--- src/rtl/mem_bus_arbiter_pkg.sv ---
// Shared types and defaults for the two-master memory bus arbiter.
package mem_bus_arbiter_pkg;

    localparam int AW_DEF      = 32;
    localparam int DW_DEF      = 32;
    localparam int TIMEOUT_DEF = 64;

    typedef enum logic [2:0] {
        ST_IDLE = 3'd0,
        ST_GNT0 = 3'd1,
        ST_GNT1 = 3'd2,
        ST_TURN = 3'd3,
        ST_ERR  = 3'd4
    } arb_state_e;

    function automatic int wdog_width(input int timeout);
        return (timeout < 2) ? 1 : $clog2(timeout);
    endfunction

endpackage

--- src/rtl/mem_bus_arbiter_if.sv ---
// One master<->slave bus link: request side plus per-beat ack, read data and abort.
interface mem_bus_arbiter_if
    import mem_bus_arbiter_pkg::*;
#(
    parameter int AW = AW_DEF,
    parameter int DW = DW_DEF
);
    logic          cyc;
    logic          we;
    logic [3:0]    strb;
    logic [AW-1:0] addr;
    logic [DW-1:0] data_o;
    logic [DW-1:0] data_i;
    logic          ack;
    logic          err;

    modport master (output cyc, we, strb, addr, data_o, input ack, data_i, err);
    modport slave  (input cyc, we, strb, addr, data_o, output ack, data_i, err);
endinterface

--- src/rtl/mem_bus_arbiter_wdog.sv ---
// Per-beat ack watchdog: counts stalled cycles while enabled, flags the last allowed one.
module mem_bus_arbiter_wdog
    import mem_bus_arbiter_pkg::*;
#(
    parameter int TIMEOUT = TIMEOUT_DEF
) (
    input  logic clk,
    input  logic rst,
    input  logic clr,
    input  logic en,
    output logic expire
);
    localparam int            W    = wdog_width(TIMEOUT);
    localparam logic [W-1:0]  LAST = W'(TIMEOUT - 1);

    logic [W-1:0] cnt;

    always_ff @(posedge clk or posedge rst) begin
        if (rst) begin
            cnt <= '0;
        end else if (clr) begin
            cnt <= '0;
        end else if (en && cnt != LAST) begin
            cnt <= cnt + 1'b1;
        end
    end

    assign expire = en && (cnt == LAST);
endmodule

--- src/rtl/mem_bus_arbiter.sv ---
// Round-robin two-master arbiter with grant locked for the whole cyc window and an ack watchdog.
//
//  state | meaning
//  IDLE  | bus free, arbitrate pending requests
//  GNT0  | MMU (m0) owns the bus
//  GNT1  | DMA (m1) owns the bus
//  TURN  | one dead bus cycle between owners
//  ERR   | watchdog abort, err pulse to the owner
module mem_bus_arbiter
    import mem_bus_arbiter_pkg::*;
#(
    parameter int AW      = AW_DEF,
    parameter int DW      = DW_DEF,
    parameter int TIMEOUT = TIMEOUT_DEF
) (
    input  logic                      clk,
    input  logic                      rst,
    mem_bus_arbiter_if.slave          m0,
    mem_bus_arbiter_if.slave          m1,
    mem_bus_arbiter_if.master         s,
    output logic [1:0]                gnt
);
    arb_state_e state;
    logic       last_gnt;
    logic       err0;
    logic       err1;
    logic       expire;
    logic       in_gnt;

    assign in_gnt = (state == ST_GNT0) || (state == ST_GNT1);

    mem_bus_arbiter_wdog #(.TIMEOUT(TIMEOUT)) u_wdog (
        .clk    (clk),
        .rst    (rst),
        .clr    (!in_gnt || s.ack),
        .en     (in_gnt),
        .expire (expire)
    );

    always_ff @(posedge clk or posedge rst) begin
        if (rst) begin
            state    <= ST_IDLE;
            gnt      <= 2'b00;
            last_gnt <= 1'b1;
            err0     <= 1'b0;
            err1     <= 1'b0;
        end else begin
            err0 <= 1'b0;
            err1 <= 1'b0;
            case (state)
                ST_IDLE: begin
                    // on a tie, the master that did not own the bus last wins
                    if (m0.cyc && (!m1.cyc || last_gnt)) begin
                        state    <= ST_GNT0;
                        gnt      <= 2'b01;
                        last_gnt <= 1'b0;
                    end else if (m1.cyc) begin
                        state    <= ST_GNT1;
                        gnt      <= 2'b10;
                        last_gnt <= 1'b1;
                    end
                end
                ST_GNT0: begin
                    if (!m0.cyc) begin
                        state <= ST_TURN;
                        gnt   <= 2'b00;
                    end else if (expire && !s.ack) begin
                        state <= ST_ERR;
                        gnt   <= 2'b00;
                        err0  <= 1'b1;
                    end
                end
                ST_GNT1: begin
                    if (!m1.cyc) begin
                        state <= ST_TURN;
                        gnt   <= 2'b00;
                    end else if (expire && !s.ack) begin
                        state <= ST_ERR;
                        gnt   <= 2'b00;
                        err1  <= 1'b1;
                    end
                end
                ST_ERR:  state <= ST_TURN;
                ST_TURN: state <= ST_IDLE;
                default: begin
                    state <= ST_IDLE;
                    gnt   <= 2'b00;
                end
            endcase
        end
    end

    // gnt is nonzero only in GNTx, so the slave side is idle in every other state
    always_comb begin
        s.cyc    = 1'b0;
        s.we     = 1'b0;
        s.strb   = 4'h0;
        s.addr   = {AW{1'b0}};
        s.data_o = {DW{1'b0}};
        if (gnt[0]) begin
            s.cyc    = m0.cyc;
            s.we     = m0.we;
            s.strb   = m0.strb;
            s.addr   = m0.addr;
            s.data_o = m0.data_o;
        end else if (gnt[1]) begin
            s.cyc    = m1.cyc;
            s.we     = m1.we;
            s.strb   = m1.strb;
            s.addr   = m1.addr;
            s.data_o = m1.data_o;
        end
    end

    assign m0.ack    = s.ack & gnt[0] & (state == ST_GNT0);
    assign m1.ack    = s.ack & gnt[1] & (state == ST_GNT1);
    assign m0.data_i = gnt[0] ? s.data_i : {DW{1'b0}};
    assign m1.data_i = gnt[1] ? s.data_i : {DW{1'b0}};
    assign m0.err    = err0;
    assign m1.err    = err1;
endmodule

--- src/flat_wrapper.sv ---
// flat-port wrapper written by rule: the top's interface ports become plain ports
module mem_bus_arbiter_flat import mem_bus_arbiter_pkg::*;
#(
    parameter int AW      = AW_DEF,
    parameter int DW      = DW_DEF,
    parameter int TIMEOUT = TIMEOUT_DEF
)
  (clk, rst, gnt, m0_cyc, m0_we, m0_strb, m0_addr, m0_data_o, m0_ack, m0_data_i, m0_err, m1_cyc, m1_we, m1_strb, m1_addr, m1_data_o, m1_ack, m1_data_i, m1_err, s_cyc, s_we, s_strb, s_addr, s_data_o, s_ack, s_data_i, s_err);
  mem_bus_arbiter_if #(.AW(AW), .DW(DW)) m0_i ();
  mem_bus_arbiter_if #(.AW(AW), .DW(DW)) m1_i ();
  mem_bus_arbiter_if #(.AW(AW), .DW(DW)) s_i ();
  input  logic clk;
  input  logic rst;
  output logic [1:0] gnt;
  input wire logic [$bits(m0_i.cyc)-1:0] m0_cyc;
  input wire logic [$bits(m0_i.we)-1:0] m0_we;
  input wire logic [$bits(m0_i.strb)-1:0] m0_strb;
  input wire logic [$bits(m0_i.addr)-1:0] m0_addr;
  input wire logic [$bits(m0_i.data_o)-1:0] m0_data_o;
  output wire logic [$bits(m0_i.ack)-1:0] m0_ack;
  output wire logic [$bits(m0_i.data_i)-1:0] m0_data_i;
  output wire logic [$bits(m0_i.err)-1:0] m0_err;
  input wire logic [$bits(m1_i.cyc)-1:0] m1_cyc;
  input wire logic [$bits(m1_i.we)-1:0] m1_we;
  input wire logic [$bits(m1_i.strb)-1:0] m1_strb;
  input wire logic [$bits(m1_i.addr)-1:0] m1_addr;
  input wire logic [$bits(m1_i.data_o)-1:0] m1_data_o;
  output wire logic [$bits(m1_i.ack)-1:0] m1_ack;
  output wire logic [$bits(m1_i.data_i)-1:0] m1_data_i;
  output wire logic [$bits(m1_i.err)-1:0] m1_err;
  output wire logic [$bits(s_i.cyc)-1:0] s_cyc;
  output wire logic [$bits(s_i.we)-1:0] s_we;
  output wire logic [$bits(s_i.strb)-1:0] s_strb;
  output wire logic [$bits(s_i.addr)-1:0] s_addr;
  output wire logic [$bits(s_i.data_o)-1:0] s_data_o;
  input wire logic [$bits(s_i.ack)-1:0] s_ack;
  input wire logic [$bits(s_i.data_i)-1:0] s_data_i;
  input wire logic [$bits(s_i.err)-1:0] s_err;
  assign m0_i.cyc = m0_cyc;
  assign m0_i.we = m0_we;
  assign m0_i.strb = m0_strb;
  assign m0_i.addr = m0_addr;
  assign m0_i.data_o = m0_data_o;
  assign m0_ack = m0_i.ack;
  assign m0_data_i = m0_i.data_i;
  assign m0_err = m0_i.err;
  assign m1_i.cyc = m1_cyc;
  assign m1_i.we = m1_we;
  assign m1_i.strb = m1_strb;
  assign m1_i.addr = m1_addr;
  assign m1_i.data_o = m1_data_o;
  assign m1_ack = m1_i.ack;
  assign m1_data_i = m1_i.data_i;
  assign m1_err = m1_i.err;
  assign s_cyc = s_i.cyc;
  assign s_we = s_i.we;
  assign s_strb = s_i.strb;
  assign s_addr = s_i.addr;
  assign s_data_o = s_i.data_o;
  assign s_i.ack = s_ack;
  assign s_i.data_i = s_data_i;
  assign s_i.err = s_err;
  mem_bus_arbiter #(.AW(AW), .DW(DW), .TIMEOUT(TIMEOUT)) u_core (.clk(clk), .rst(rst), .m0(m0_i), .m1(m1_i), .s(s_i), .gnt(gnt));
endmodule
--- config.mk ---
export PLATFORM = sky130hd
export DESIGN_NAME = mem_bus_arbiter_flat
export DESIGN_NICKNAME = d
export VERILOG_FILES = /design/src/rtl/mem_bus_arbiter_pkg.sv /design/src/rtl/mem_bus_arbiter_if.sv /design/src/rtl/mem_bus_arbiter_wdog.sv /design/src/rtl/mem_bus_arbiter.sv /design/src/flat_wrapper.sv
export SDC_FILE = /design/constraint.sdc
export NUM_CORES = 1
export LEC_CHECK = 0
export ABC_AREA = 0
export CAP_MARGIN = 25
export CORE_AREA = 2 2 124 126
export CTS_BUF_LIST = sky130_fd_sc_hd__clkbuf_4
export CTS_CLUSTER_SIZE = 8
export DETAILED_ROUTE_END_ITERATION = 8
export DIE_AREA = 0 0 126 128
export PLACE_DENSITY = 0.64
export SYNTH_ARGS = -nofsm -noshare
export SYNTH_HDL_FRONTEND = slang
export SYNTH_SLANG_ARGS = --single-unit
--- constraint.sdc ---
create_clock -name clk -period 2.1 [get_ports clk]
set_clock_uncertainty 0.1 [all_clocks]
set_input_delay 0.42 -clock clk [delete_from_list [all_inputs] [get_ports clk]]
set_output_delay 0.42 -clock clk [all_outputs]
set_load 0.02 [all_outputs]
# Word level (Yosys, flattened, before mapping)
# Cells that the tools add are included.
[totals]
inputBits = 176
wordCells = 68
reg_bits = 14
output_inout_bits = 140
[op_classes]
bitwise_logic = 5
addsub = 1
muxes = 33
n_eq_ne = 7
reduce_logical = 16
[op_table]
columns = ["operator", "n"]
rows = [
  ["32-bit two-way mux", 6],
  ["3-bit two-way mux", 5],
  ["6-bit two-way mux", 2],
  ["3-bit case mux with 4 select lines", 1],
  ["1-bit two-way mux", 11],
  ["2-bit two-way mux", 5],
  ["4-bit two-way mux", 2],
  ["2-bit case mux with 4 select lines", 1],
  ["6-bit by 1-bit adder with 6-bit output, second input constant", 1],
  ["3-bit by 2-bit equality test with 1-bit output, second input constant", 2],
  ["6-bit equality test, second input constant", 1],
  ["6-bit inequality test, second input constant", 1],
  ["1-bit AND", 4],
  ["1-bit logical AND", 4],
  ["2-bit AND reduction", 2],
  ["2-bit nonzero test", 2],
  ["3-bit by 1-bit equality test with 1-bit output, second input constant", 1],
  ["3-bit equality test, second input constant", 1],
  ["1-bit zero test", 3],
  ["3-bit zero test", 1],
  ["1-bit logical OR", 3],
  ["3-bit by 2-bit inequality test with 1-bit output, second input constant", 1],
  ["2-bit OR reduction", 1],
  ["1-bit inverter", 1],
]

# Depth between registers and ports, before layout
[logic_depth]
word_depth = 7
ltp_mapped = 5
mapped_depth_nobuf = 5

# Modules after synthesis
# A second synthesis with hierarchy kept.
[unflattened]
cells_unflattened = 263
area_unflattened_um2 = 2031.9
[by_module_without_submodules]
columns = ["module", "area_per_inst_um2", "seq_area_each_um2", "instances", "cells_per_inst"]
rows = [
  ["mem_bus_arbiter", 1645.3, 201.4, 1, 223],
  ["mem_bus_arbiter_wdog", 386.6, 150.1, 1, 40],
]

# Worst setup path before layout
# Ideal clock, no wire load.
[synth_timing]
path_kind = "register to output"
from = "register u_core.gnt[0]"
to = "output s_data_o[10]"
path_stages_with_launch = 5
setup_slack_ns = 0.185
t_required_ns = 1.580
path_buffers = 3
arrival_ns = 1.395
path_cell_list = "dfrtp_1 > clkbuf_1 > buf_2 > clkbuf_1 > a22o_1"
[synth_via]
elab_chain_cells = 1
[synth_lines]
columns = ["item", "line_no", "text"]
rows = [
  ["start, declared", "mem_bus_arbiter.sv:21", "output logic [1:0] gnt"],
  ["start signal, assigned", "mem_bus_arbiter.sv:43", "gnt <= 2'b00;"],
  ["start signal, assigned", "mem_bus_arbiter.sv:55", "gnt <= 2'b01;"],
  ["start signal, assigned", "mem_bus_arbiter.sv:59", "gnt <= 2'b10;"],
  ["32-bit two-way mux", "mem_bus_arbiter.sv:100", "if (gnt[0]) begin"],
  ["end, declared", "flat_wrapper.sv:35", "output wire logic [$bits(s_i.data_o)-1:0] s_data_o;"],
]
# Every way passes these cells.

# Final worst setup path
[layout_timing]
from = "register u_core.gnt[0]"
to = "output s_cyc"
[layout_via]
elab_chain_cells = 1
[layout_lines]
columns = ["item", "line_no", "text"]
rows = [
  ["1-bit two-way mux", "mem_bus_arbiter.sv:100", ""],
  ["end, declared", "flat_wrapper.sv:31", "output wire logic [$bits(s_i.cyc)-1:0] s_cyc;"],
]
# Every way passes these cells.

==> metrics.csv <==
stage,metric,value,unit
outcome,status,"complete, but fails checks",
outcome,violations,negative setup slack,
layout,drive_above_1_share,26.8,%
synthesis,yosysSeqAreaShare,18.7,%
sta,fmax,469,MHz
drt,via_per_inst,4.33,
place,port_buffers,314,
cts,cts_buffer_depth,2,
sta,slew_violations,0,
synthesis,syn_area_per_cell,7.86,µm²
setup_path,start_kind,flop,
layout,finalNetCount,734,
setup_path,path_delay_family,buffers and inverters,
cts,htree_levels,1,
grt,grt_max_degree,45,
grt,grt_antenna_before_repair,1,
setup_path,worstPathRequired,1.58,ns
die,start_util,12.6,%
setup_path,path_depth,5,
setup_path,cp-end-kind,output port,
cts,cts-buffers-inserted,3,
die,dieArea,16100,µm²
sta,slew_headroom,63.4,%
cts,tritoncts,yes,
setup_path,slowest_delay,0.50,ns
synthesis,postSynthCellCount,239,
pwr,sequentialPowerShare,5.5,%
hold_path,min_path_type,in -> async,
setup_path,crit_arrival,1.61,ns
die,die_h,128,µm
sta,fin_ws,-0.0325,ns
drt,ant_nets,0,
drt,wl,15100,µm
drt,wire_per_inst,20.3,µm
cts,cts_num_sinks,14,
pwr,p_int,3.79,mW
die,dieWidth,126,µm
sta,finalSetupViolations,14,
pwr,comb_power_share,92.3,%
cts,cts.clk_slew.worst_paths,0.09,ns
grt,grt_overflow_total,0,
die,rows,45,
sta,worst_pin_slew,0.549,ns
cts,cts_root_buf,clkbuf_4,
setup_path,reg2reg_depth,5,
setup_path,cp_max_fo,10,
place,postPlaceCellArea,5390,µm²
layout,fillers,1480,
layout,final_cell_mix,"clkdlybuf4s50_1 (176), and2_1 (65), a22o_1 (52), buf_6 (48), dlygate4sd2_1 (35)",
pwr,switchingPower,3.39,mW
synthesis,yosys_warnings,0,
grt,grt_first_pass_wirelength,20800,µm
die,ios,316,
grt,grt_usage,17.0,%
sta,finalCriticalPeriod,2.13,ns
drt,drt-initial-drc-count,115,
layout,synthToLayoutAreaGrowth,209,%
sta,rsz0062_at_grt,yes,
place,hpwl,11900,µm
synthesis,ys_types,36,
setup_path,r2r-start,u_core.u_wdog.cnt[0],
setup_path,crit_type,reg -> out,
layout,final_common_cell,clkdlybuf4s50_1,
drt,drcViolationCount,0,
grt,grt_pass1_vias,3393,
sta,fin_crit_sh,102,%
setup_path,crit_chain,nor2b_4 > buf_6 > bufbuf_16 > a22o_1 > buf_12,
layout,design_area,5800,µm²
synthesis,synth_fp_nets,416,
layout,ff_latch_area,355,µm²
pwr,power_leakage,2.65,nW
setup_path,r2r_slack,0.31,ns
setup_path,cp-startpoint,u_core.gnt[0],
layout,diodes,0,
place,gp_congestion,0.794,
setup_path,r2r_end,u_core.gnt[0],
pwr,power_density,1240,nW/µm²
setup_path,worstSetupEndpoint,s_cyc,
synthesis,synth_seq_cells,14,
sta,fin_hold_ws,0.377,ns
pwr,p_total,7.17,mW
sta,finalHoldViolations,0,
pwr,clock_power_share,2.2,%
pwr,ir_drop,0.404,mV
setup_path,cp.buffers_inverters,3,
pwr,p_sw_share,47.2,%
cts,clk-insertion-delay-late,0.28,ns
die,core-area,14900,µm²
cts,holdBufCountCts,0,
drt,firstDrtPassIters,4,
job,maxCapViolations,0,
layout,multi_input_comb_area,1560,µm²
setup_path,slowest_stage,dfrtp_4,
drt,vias,3223,
synthesis,synth_area,1880,µm²
-- Yosys cell counts --
library cell	number	share of area, %
a22o_1	70	33
and2_1	65	22
clkbuf_1	20	4.0
dfrtp_1	13	17
nor2_1	12	2.4
buf_2	7	1.9
nand2_1	6	1.2
a21oi_1	5	1.3
and4_1	3	1.4
nand2b_1	3	1.0
nor3_1	3	0.80
a21o_1	2	0.80
a32o_1	2	1.1
and3_1	2	0.67
inv_1	2	0.40
nor2b_1	2	0.67
nor4_1	2	0.67
o21ai_0	2	0.53
a211oi_1	1	0.40
a22oi_1	1	0.40
a31oi_1	1	0.33
buf_6	1	0.60
dfstp_2	1	1.4
ha_1	1	0.67
mux2i_1	1	0.53
nand3_1	1	0.27
nand3b_1	1	0.40
nor2b_4	1	0.73
nor3b_1	1	0.40
o2111a_2	1	0.67
o21ai_1	1	0.27
o221ai_1	1	0.47
o22ai_1	1	0.33
o311ai_2	1	0.87
xnor2_1	1	0.47
xor2_1	1	0.47
-- layout make-up --
| cell class | instances | area share [%] |
|---|---|---|
| clock inverter | 1 | 0.0647 |
| sequential | 14 | 6.12 |
| tap | 188 | 4.05 |
| timing repair buffer | 341 | 62.3 |
| multi-input combinational | 195 | 27.0 |
| inverter | 2 | 0.129 |
| clock buffer | 3 | 0.388 |
-- layer usage --
layer | global-route usage, % | vias up | wire (µm)
met5 | 0 | - | 13
met3 | 6.26 | 10 | 1540
li1 | - | 1527 | -
met1 | 21.2 | 1501 | 6250
met4 | 2.97 | 2 | 155
met2 | 28.5 | 183 | 7130
-- flip-flops by register name (all words and copies together), names as in the netlist --
register	count
u_core.m0.err	1
u_core.state	3
u_core.gnt	2
u_core.u_wdog.cnt	6
u_core.last_gnt	1
u_core.m1.err	1
-- logic make-up (layout without fill, tap and decap cells) --
family          count (synthesis)  after routing  synth area share (%)
simple gates                  102            102                  32.2
compound gates                 89             89                  40.1
buf+inv                        30            347                  6.86
flops                          14             14                  18.7
xor+xnor                        2              2                 0.932
fa+ha+maj                       1              1                 0.666
mux                             1              1                 0.533
-- through the flow --
stage	instances	TNS, ns	setup slack [ns]	util [%]
global placement	726	-7.37	-0.141	36.2
CTS	745	-0.937	-0.105	39.0
finish	744	-0.134	-0.0325	39.0
detailed placement	726	-7.19	-0.130	36.2
floorplan	239	0	0.185	-
global route	744	-4.40	-0.105	39.0
-- how the worst min path moves through the flow --
stage	start	endpoint
after CTS	rst	u_core.m1.err
after global routing	rst	u_core.m1.err
final	rst	u_core.m1.err
after floorplan	rst	u_core.gnt[0]
after global placement	u_core.state[2]	u_core.m1.err
after detailed placement	u_core.state[2]	u_core.m1.err
-- power by group through the flow --
stage	clock (mW)	combinational (mW)	sequential (mW)
detailed placement	0	5.88	0.401
finish	0.158	6.62	0.396
floorplan	0	2.73	0.415
global placement	0	5.88	0.398
CTS	0.167	6.63	0.396
global route	0.177	6.99	0.406
-- what timing repair did --
item                       4_1_cts  5_1_grt
pin swaps                        6        8
cloned                           7        1
setup endpoints to repair      128       98
hold endpoints to repair         0        0
resized for setup              395       45
setup buffers                    8        0
Note: power is estimated with default switching activity, not from simulation.
